File: src/rtl/cursor_ctrl.sv
// cursor_ctrl: positions a cursor inside a W x H drawing space from mouse packets and arrow keys.
// Packets pass through IDLE/CALC/COMMIT; key steps are applied only on otherwise idle cycles.
module cursor_ctrl #(
    parameter int W             = 640,
    parameter int H             = 480,
    parameter int REPEAT_DELAY  = 25_000_000,
    parameter int REPEAT_PERIOD = 2_500_000
) (
    input  logic        clk,
    input  logic        reset,
    input  logic        delta_valid,
    input  logic [8:0]  delta_x,
    input  logic [8:0]  delta_y,
    input  logic        btn_left,
    output logic        delta_ready,
    input  logic        key_up,
    input  logic        key_down,
    input  logic        key_left,
    input  logic        key_right,
    output logic [10:0] cursorX,
    output logic [10:0] cursorY,
    output logic        draw_en,
    output logic        pos_update
);

    localparam logic [1:0] IDLE   = 2'd0;
    localparam logic [1:0] CALC   = 2'd1;
    localparam logic [1:0] COMMIT = 2'd2;

    localparam logic [10:0] POS_MIN = 11'd1;
    localparam logic [10:0] X_MAX   = 11'(W - 2);
    localparam logic [10:0] Y_MAX   = 11'(H - 2);
    localparam logic [10:0] X_RST   = 11'(W / 2);
    localparam logic [10:0] Y_RST   = 11'(H / 2);

    localparam logic signed [11:0] SX_MAX = 12'(W - 2);
    localparam logic signed [11:0] SY_MAX = 12'(H - 2);
    localparam logic signed [11:0] S_MIN  = 12'sd1;

    localparam int CNT_MAX = (REPEAT_DELAY > REPEAT_PERIOD) ? REPEAT_DELAY : REPEAT_PERIOD;
    localparam int CNT_W   = $clog2(CNT_MAX + 1);
    localparam logic [CNT_W-1:0] DELAY_LAST  = CNT_W'(REPEAT_DELAY - 1);
    localparam logic [CNT_W-1:0] PERIOD_LAST = CNT_W'(REPEAT_PERIOD - 1);

    logic [1:0]         state_reg;
    logic [1:0]         state_next;
    logic [10:0]        cursor_x_reg;
    logic [10:0]        cursor_y_reg;
    logic               draw_en_reg;
    logic               pos_update_reg;
    logic [8:0]         dx_reg;
    logic [8:0]         dy_reg;
    logic               btn_reg;
    logic signed [11:0] nx_reg;
    logic signed [11:0] ny_reg;
    logic [3:0]         pend_reg;
    logic [3:0]         pend_next;

    logic [3:0]  keys;
    logic [3:0]  key_req;
    logic        key_apply;
    logic [10:0] step_x;
    logic [10:0] step_y;
    logic [10:0] clamp_x;
    logic [10:0] clamp_y;

    // Bit order: 0 = up, 1 = down, 2 = left, 3 = right.
    assign keys = {key_right, key_left, key_down, key_up};

    // Each key raises a request on its press edge, once more after REPEAT_DELAY held
    // cycles, and then every REPEAT_PERIOD cycles until it is released.
    genvar gi;
    generate
        for (gi = 0; gi < 4; gi++) begin : g_key
            logic [CNT_W-1:0] hold_cnt_reg;
            logic             repeat_reg;
            logic             prev_reg;
            logic             hold_done;

            assign hold_done   = (hold_cnt_reg == (repeat_reg ? PERIOD_LAST : DELAY_LAST));
            assign key_req[gi] = keys[gi] & (~prev_reg | hold_done);

            always_ff @(posedge clk) begin
                if (reset) begin
                    hold_cnt_reg <= '0;
                    repeat_reg   <= 1'b0;
                    prev_reg     <= 1'b0;
                end else begin
                    prev_reg <= keys[gi];
                    if (!keys[gi]) begin
                        hold_cnt_reg <= '0;
                        repeat_reg   <= 1'b0;
                    end else if (!prev_reg) begin
                        hold_cnt_reg <= '0;
                    end else if (hold_done) begin
                        hold_cnt_reg <= '0;
                        repeat_reg   <= 1'b1;
                    end else begin
                        hold_cnt_reg <= hold_cnt_reg + 1'b1;
                    end
                end
            end
        end
    endgenerate

    // A packet always takes priority over pending key steps in IDLE.
    assign key_apply = (state_reg == IDLE) & ~delta_valid & (|pend_reg);
    assign pend_next = key_apply ? key_req : (pend_reg | key_req);

    // Opposite requests on one axis cancel; steps stop at the border limits.
    always_comb begin
        step_x = cursor_x_reg;
        step_y = cursor_y_reg;
        if (pend_reg[3] && !pend_reg[2] && (cursor_x_reg < X_MAX)) begin
            step_x = cursor_x_reg + 11'd1;
        end else if (pend_reg[2] && !pend_reg[3] && (cursor_x_reg > POS_MIN)) begin
            step_x = cursor_x_reg - 11'd1;
        end
        if (pend_reg[1] && !pend_reg[0] && (cursor_y_reg < Y_MAX)) begin
            step_y = cursor_y_reg + 11'd1;
        end else if (pend_reg[0] && !pend_reg[1] && (cursor_y_reg > POS_MIN)) begin
            step_y = cursor_y_reg - 11'd1;
        end
    end

    always_comb begin
        if (nx_reg < S_MIN) begin
            clamp_x = POS_MIN;
        end else if (nx_reg > SX_MAX) begin
            clamp_x = X_MAX;
        end else begin
            clamp_x = nx_reg[10:0];
        end
        if (ny_reg < S_MIN) begin
            clamp_y = POS_MIN;
        end else if (ny_reg > SY_MAX) begin
            clamp_y = Y_MAX;
        end else begin
            clamp_y = ny_reg[10:0];
        end
    end

    always_comb begin
        state_next = state_reg;
        case (state_reg)
            IDLE:    if (delta_valid) state_next = CALC;
            CALC:    state_next = COMMIT;
            COMMIT:  state_next = IDLE;
            default: state_next = IDLE;
        endcase
    end

    always_ff @(posedge clk) begin
        if (reset) begin
            state_reg      <= IDLE;
            cursor_x_reg   <= X_RST;
            cursor_y_reg   <= Y_RST;
            draw_en_reg    <= 1'b0;
            pos_update_reg <= 1'b0;
            dx_reg         <= '0;
            dy_reg         <= '0;
            btn_reg        <= 1'b0;
            nx_reg         <= '0;
            ny_reg         <= '0;
            pend_reg       <= '0;
        end else begin
            state_reg      <= state_next;
            pend_reg       <= pend_next;
            pos_update_reg <= 1'b0;
            case (state_reg)
                IDLE: begin
                    if (delta_valid) begin
                        dx_reg  <= delta_x;
                        dy_reg  <= delta_y;
                        btn_reg <= btn_left;
                    end else if (key_apply) begin
                        cursor_x_reg   <= step_x;
                        cursor_y_reg   <= step_y;
                        pos_update_reg <= (step_x != cursor_x_reg) | (step_y != cursor_y_reg);
                    end
                end
                CALC: begin
                    // Screen Y grows downward while mouse Y is positive-up.
                    nx_reg <= $signed({1'b0, cursor_x_reg}) + $signed({{3{dx_reg[8]}}, dx_reg});
                    ny_reg <= $signed({1'b0, cursor_y_reg}) - $signed({{3{dy_reg[8]}}, dy_reg});
                end
                COMMIT: begin
                    cursor_x_reg   <= clamp_x;
                    cursor_y_reg   <= clamp_y;
                    draw_en_reg    <= btn_reg;
                    pos_update_reg <= (clamp_x != cursor_x_reg) | (clamp_y != cursor_y_reg)
                                      | (btn_reg != draw_en_reg);
                end
                default: ;
            endcase
        end
    end

    assign delta_ready = (state_reg == IDLE);
    assign cursorX     = cursor_x_reg;
    assign cursorY     = cursor_y_reg;
    assign draw_en     = draw_en_reg;
    assign pos_update  = pos_update_reg;

endmodule

File: config.mk
export PLATFORM = sky130hd
export DESIGN_NAME = cursor_ctrl
export DESIGN_NICKNAME = d
export VERILOG_FILES = /design/src/rtl/cursor_ctrl.sv
export SDC_FILE = /design/constraint.sdc
export NUM_CORES = 1
export LEC_CHECK = 0
export BUFFER_PORTS_ARGS = -buffer_cell sky130_fd_sc_hd__buf_2
export CORE_ASPECT_RATIO = 2
export CORE_MARGIN = 3
export CORE_UTILIZATION = 45
export DETAILED_ROUTE_END_ITERATION = 8
export GPL_ROUTABILITY_DRIVEN = 0
export PLACE_DENSITY = 0.67
export SLEW_MARGIN = 20
export SYNTH_ARGS = -nofsm -noshare
export SYNTH_HDL_FRONTEND = slang
export SYNTH_SLANG_ARGS = --single-unit
File: constraint.sdc
create_clock -name clk -period 2.2 [get_ports clk]
set_input_delay 0.33 -clock clk [delete_from_list [all_inputs] [get_ports clk]]
set_output_delay 0.33 -clock clk [all_outputs]
set_load 0.005 [all_outputs]
==> key figures, run 1 <==
Yosys
  • Post-synth top flop: dfxtp_1
  • Dominant cells by area after synthesis: dfxtp_1, nor2_1, nand2_1
  • Seq cells post-synth: approximately 180
  • Top cell type by total area after synthesis: dfxtp_1
  • Post-synthesis mux area share: 0.00522
  • Post-synth cell types: 80
  • Post-synthesis compound-gate area fraction: 0.174
  • Async SR Flop Fraction: 0
  • Synth Cell Area: a little over 10000 um2
  • Synth warnings: 0
  • XOR/XNOR Fraction of Synth Area: 0.0835
  • Number of synthesized flops with an enable pin: 0
  • Gate Count Post-Synth: between 1000 and 1500
  • Largest family of logic cells by synthesized area: simple AND/OR/NAND/NOR gates
  • Area share of and/or/nand/nor cells after synthesis: 0.293
  • Post-Syn Nets: around 1300
  • Register area share after synthesis: 0.360
  • Synth Area in Adders: 0.0437
  • Share of the synthesized area in the top cell type: 0.360
  • Avg Cell Area, Syn: 7.93 um2

Worst setup path
  • Crit start category: flip-flop
  • Worst path top cell family by delay: compound AO/OA/AOI/OAI gates
  • Worst setup path class: reg -> reg
  • Max stage delay on crit path: 0.59 ns
  • Crit-path cells: or4_4, o41ai_4, nor3_4, a21oi_2, mux2_4, a311oi_2
  • CP endpoint kind: flip-flop
  • CP bufs+invs: 0
  • Maximum fanout along the worst path: 6
  • Worst EP arrival: approximately 2.6 ns
  • Critical path's slowest cell: or4_4
  • Worst path required time: between 2 and 3 ns

Die
  • Die W: 112 um
  • Top-level I/O count: between 50 and 60
  • Die H: 218 um
  • Core area: between 20000 and 25000 um2
  • Die area: between 20000 and 25000 um2
  • Initial cell density of the core: 0.462
  • Num rows: 76

CTS
  • Hold-fix buffers at CTS: 0
  • CTS tree: built
  • Clk_lat worst skew: ~0.45 ns
  • H-tree levels: 4
  • Sink Count: about 180
  • Worst-path clk slew: 0.07 ns
  • CTS buffer count: 17
  • Clock buffer depth: 2
  • CTS root buffer: clkbuf_16

Detailed routing
  • Vias: 9835
  • Drt initial violations: approximately 450
  • Final ANT Viol Nets: 0
  • Drt pass-1 iters: 5
  • Vias per cell: 5.88
  • WL/cell: approximately 18 um
  • Residual DRC count: 0
  • Total Wirelength: about 30 mm

Cells and area
  • Nets: 1448
  • Max reg flops: 100
  • Ant diodes: 0
  • Area Overhead vs Synth: 19.4%
  • Multi-input gate area: about 6200 um2
  • Most common cell after layout, fill and taps aside: dfxtp_1
  • Most frequent cells in the layout: dfxtp_1, nor2_1, nand2_1, buf_4, a21oi_1
  • Final core utilization: 0.552
  • Share of layout cells above drive strength 1: 0.171
  • FILL cells: 2048
  • Register area: around 3600 um2
  • Post-Layout Cell Count: around 1700

Timing
  • Peak Freq: approximately 440 MHz
  • Final slew viol count: 0
  • PnR worst setup slack: -0.0496 ns
  • Setup repair after global routing missed its margin: yes
  • Max-slew headroom: 0.622
  • Final period utilization: 1.02
  • Period minus WS final: around 2.2 ns
  • Fin. Hold Viols: 0
  • Final setup violating endpoints: 1
  • Layout Skew: between 0.007 and 0.008 ns
  • Worst Max-Slew Pin Slew: between 0.5 and 0.6 ns

Global routing
  • Initial antenna violation count: 0
  • Number of global-route vias before repair: between 9000 and 10000
  • Pin count of the biggest net entering global routing: 34
  • GRT Total Usage: 0.245
  • Gr ovfl total: 0
  • Global-route wire length before repair: between 40 and 50 mm

Power and ir drop
  • Leak: roughly 4.3 nW
  • Power per cell area: approximately 650 nW/um2
  • Worst IR Drop VDD: about 0.00045 V

Placed design
  • Detail Placement HPWL: between 20 and 25 mm
  • I/O Buffers: 50
  • Placed Instances: approximately 1600

Hold path
  • Hold WC Path Type: in -> reg

Run status
  • Outcome: complete, but fails checks
  • Failing checks: negative setup slack

Run
  • Max cap viols: 0
## path summary, 6_finish.rpt
path | startpoint | end | slack [ns] | cells past startpoint
max reg2reg | cursorX[4] | cursorX[6] | -0.05 | 6
max | cursorX[4] | cursorX[6] | -0.05 | 6
min | delta_y[8] | dy_reg[8] | 0.12 | 3
min reg2reg | g_key[3].hold_cnt_reg[0] | g_key[3].hold_cnt_reg[0] | 0.44 | 1
## cell type report
type,count,share of cell area
clock buffer,22,0.0369
clock inverter,10,0.0109
multi-input combinational,987,0.515
inverter,48,0.0150
sequential,181,0.302
timing repair buffer,153,0.0918
tap,273,0.0284
## power by group
group	switching [mW]	internal, mW
Sequential	0.106	3.37
Clock	1.30	1.78
Combinational	0.738	0.517
Total	2.14	5.66
## layer usage
metal / vias up / part of all wire / wire length (um) / global-route usage
li1: 4781 / - / - / -
met1: 4639 / 0.35 / 10500 / 0.238
met2: 311 / 0.54 / 16400 / 0.457
met3: 104 / 0.048 / 1430 / 0.0469
met4: 0 / 0.061 / 1830 / 0.167
met5: - / 0 / 0 / 0
## synthesized netlist by cell type (6+ instances only)
cell and n:
nor2_1 178, and2_1 9, and4_1 15, o21ai_0 52
nor3_1 49, ha_1 32, nor4_1 17, xnor2_1 52
o21a_1 12, nor4b_1 8, o22ai_1 9, nand3b_1 6
nand2b_1 13, a31oi_1 19, or3_1 17, o31ai_1 6
a211oi_1 13, o211ai_1 9, dfxtp_1 181, o2111ai_1 6
a21oi_1 61, or2_2 10, and3_1 15, clkbuf_1 38
buf_1 6, nand4_1 35, buf_2 9, nor3b_1 6
xor2_1 44, nand2_1 130, nand3_1 54, nor2b_1 13
inv_1 48
## metrics by stage
| step | power [mW] | setup WS (ns) | hold WS (ns) | cell area, um2 | TNS, ns |
|---|---|---|---|---|---|
| 6_report | 7.80 | -0.0496 | 0.115 | 12000 | -0.0496 |
| 5_1_grt | 8.10 | -0.103 | 0.115 | 12000 | -0.211 |
| 4_1_cts | 7.81 | 0.00178 | 0.0942 | 11800 | 0 |
| 3_5_place_dp | 4.72 | -0.0663 | 0.441 | 11200 | -1.59 |
| 3_3_place_gp | 4.71 | -0.0480 | 0.427 | 11200 | -1.14 |
| 2_1_floorplan | 4.28 | -0.0486 | 0.418 | 10100 | -0.0486 |
## worst register-to-register path, stage by stage (launching register included)
cell and delay (ns):
dfxtp_1 0.32, or4_4 0.59, o41ai_4 0.52, nor3_4 0.08, a21oi_2 0.16, mux2_4 0.32
a311oi_2 0.17
## cells by family (layout without fill, tap and decap cells)
family,Yosys count,after routing
xor gates and xnor gates,96,96
buffers and inverters,102,233
muxes,5,5
DFF,181,181
and+or+nand+nor,595,595
adders and majority gates,34,34
AOI/OAI and AO/OA,257,257
## repair_timing
item / CTS / global route
cloned: 0 / 2
hold endpoints to repair: 0 / 0
endpoints found under the setup margin: 26 / 101
gates resized for setup: 2 / 42
pin swaps: 0 / 18
setup buffers: 0 / 4
Note: power is estimated with default switching activity, not from simulation.
==> run 2, diff against run 1 <==
--- a/config.mk
+++ b/config.mk
@@ -7,11 +7,12 @@
 export LEC_CHECK = 0
 export BUFFER_PORTS_ARGS = -buffer_cell sky130_fd_sc_hd__buf_2
 export CORE_ASPECT_RATIO = 2
-export CORE_MARGIN = 3
+export CORE_MARGIN = 2
 export CORE_UTILIZATION = 45
 export DETAILED_ROUTE_END_ITERATION = 8
 export GPL_ROUTABILITY_DRIVEN = 0
-export PLACE_DENSITY = 0.67
+export PLACE_DENSITY = 0.65
+export SKIP_CTS_REPAIR_TIMING = 1
 export SLEW_MARGIN = 20
 export SYNTH_ARGS = -nofsm -noshare
 export SYNTH_HDL_FRONTEND = slang
==> constraint.sdc (replaced) <==
create_clock -name clk -period 2.75 [get_ports clk]
set_input_delay 0.4125 -clock clk [delete_from_list [all_inputs] [get_ports clk]]
set_output_delay 0.4125 -clock clk [all_outputs]
set_load 0.005 [all_outputs]
==> key figures, run 2 (synthesis results as in run 1) <==
Timing
  • Final period utilization: 0.847 (-0.176)
  • Final slew viol count: 0 (unchanged)
  • Peak Freq: 429 MHz (-3.4%)
  • Hold slack: 0.199 ns (+0.0842 ns)
  • Period minus WS final: 2.33 ns (+0.0797 ns)
  • Setup repair after global routing missed its margin: no
  • Layout Skew: 0.0121 ns (+0.00452 ns)
  • Worst Max-Slew Pin Slew: 0.907 ns (+0.343 ns)
  • TNS Setup: 0 ns (+0.0496 ns)
  • Max-slew headroom: 0.394 (-0.228)
  • Final setup violating endpoints: 0 (-1)
  • Fin. Hold Viols: 0 (unchanged)

Run
  • Max cap viols: 0 (unchanged)

Die
  • Die H: 216 um (-0.92%)
  • Core area: 22100 um2 (+1.3%)
  • Die W: 110 um (-1.8%)
  • Top-level I/O count: 51 (unchanged)
  • Die area: 23700 um2 (-2.7%)
  • Num rows: 77 (+1.3%)
  • Initial cell density of the core: 0.456 (-0.00600)

Worst setup path
  • Worst path required time: 3.11 ns (+0.55 ns)
  • CP endpoint kind: flip-flop
  • Maximum fanout along the worst path: 6 (unchanged)
  • Crit start category: flip-flop
  • Worst setup path class: reg -> reg
  • Worst EP arrival: 2.69 ns (+0.08 ns)

Cells and area
  • Final core utilization: 0.513 (-0.0396)
  • FILL cells: 2181 (+6.5%)
  • Nets: 1383 (-4.5%)
  • Most frequent cells in the layout: dfxtp_1, nor2_1, nand2_1, a21oi_1, nand3_1
  • Area Overhead vs Synth: 12.3%
  • Most common cell after layout, fill and taps aside: dfxtp_1
  • Ant diodes: 0 (unchanged)
  • Max reg flops: 100 (unchanged)
  • Share of layout cells above drive strength 1: 0.113 (-0.0583)

CTS
  • Worst-path clk slew: 0.08 ns (about the same)
  • CTS buffer count: 17 (unchanged)
  • Clk_lat worst skew: 0.45 ns (about the same)
  • Sink Count: 181 (unchanged)
  • Clock buffer depth: 2 (unchanged)
  • CTS tree: built
  • H-tree levels: 4 (unchanged)
  • CTS root buffer: clkbuf_16

Run status
  • Outcome: finished, final reports clean

Detailed routing
  • WL/cell: 17.4 um (-3.2%)
  • Vias per cell: 5.85 (-0.38%)
  • Final ANT Viol Nets: 0 (unchanged)
  • Drt initial violations: 388 (-13%)
  • Residual DRC count: 0 (unchanged)
  • Total Wirelength: 28.1 mm (-6.8%)
  • Drt pass-1 iters: 5 (unchanged)
  • Vias: 9435 (-4.1%)

Global routing
  • Initial antenna violation count: 0 (unchanged)
  • GRT Total Usage: 0.246 (+0.00168)
  • Gr ovfl total: 0 (unchanged)
  • Number of global-route vias before repair: 9376 (-3.1%)
  • Global-route wire length before repair: 45.5 mm (-4.7%)
  • Pin count of the biggest net entering global routing: 43 (+26%)

Hold path
  • Hold WC Path Type: in -> reg

Placed design
  • Detail Placement HPWL: 21.1 mm (-5.8%)
  • I/O Buffers: 50 (unchanged)

Power and ir drop
  • Switch share: 0.288 (+0.0139)
  • Pint: 4.32 mW (-24%)
  • Worst IR Drop VDD: 0.000407 V (-10%)
  • Share of total power in combinational logic: 0.147 (-0.014)
  • Net Switching: 1.75 mW (-18%)
  • Share of power burned in registers: 0.459 (+0.014)
  • Leak: 3.87 nW (-10%)
  • Clock share of power: 0.395 (about the same)
  • Power per cell area: 536 nW/um2 (-17%)
run 2: cell types whose count changed in the layout (fill, tap and decap cells not counted), sizes merged:
cell / delta
clkbuf: -7
clkinvlp: +4
buf: -63
bufinv: -2
inv: +7
clkinv: -4
run 2: power groups by stage:
stage | logic (mW) | registers [mW] | clock network [mW]
after CTS | 0.889 | 2.78 | 2.46
after global routing | 0.985 | 2.79 | 2.56
after detailed placement | 0.885 | 2.84 | 0
after global placement | 0.877 | 2.83 | 0
final | 0.891 | 2.78 | 2.39
after floorplan | 0.610 | 2.81 | 0
run 2: layout make-up:
class	instances	area, um2	area share
multi-input cells	987	6040	0.534
flip-flops and latches	181	3620	0.320
repair buffers	88	548	0.0485
clock buffers	17	425	0.0376
well taps	276	345	0.0305
inverters	48	180	0.0159
clock inverters	15	144	0.0127
run 2: final timing paths:
path | slack [ns] | cells past startpoint | startpoint | endpoint
min reg2reg | 0.45 | 1 | g_key[3].hold_cnt_reg[0] | g_key[3].hold_cnt_reg[0]
max reg2reg | 0.42 | 6 | cursorX[3] | cursorX[6]
min | 0.20 | 3 | delta_x[5] | dx_reg[5]
max | 0.42 | 6 | cursorX[3] | cursorX[6]
run 2: critical path, stage by stage, from the launching register on:
cell	delay [ns]
dfxtp_1	0.32
or4_4	0.58
o41ai_4	0.47
nor3_2	0.12
a21oi_1	0.17
mux2_2	0.35
a311oi_1	0.23
run 2: per-layer routing:
| layer | global-route usage | vias to the layer above | routed length [um] |
|---|---|---|---|
| li1 | - | 4650 | - |
| met1 | 0.245 | 4417 | 10100 |
| met2 | 0.452 | 262 | 15100 |
| met3 | 0.0411 | 106 | 1120 |
| met4 | 0.162 | 0 | 1770 |
| met5 | 0 | - | 0 |
run 2: through the flow:
stage	instances	setup WS (ns)	total power, mW	area [um2]
2_1_floorplan	1270	0.312	3.42	10100
3_3_place_gp	1580	0.476	3.71	10700
3_5_place_dp	1580	0.438	3.72	10700
4_1_cts	1612	0.394	6.13	11300
5_1_grt	1612	0.160	6.34	11300
6_report	1612	0.421	6.06	11300
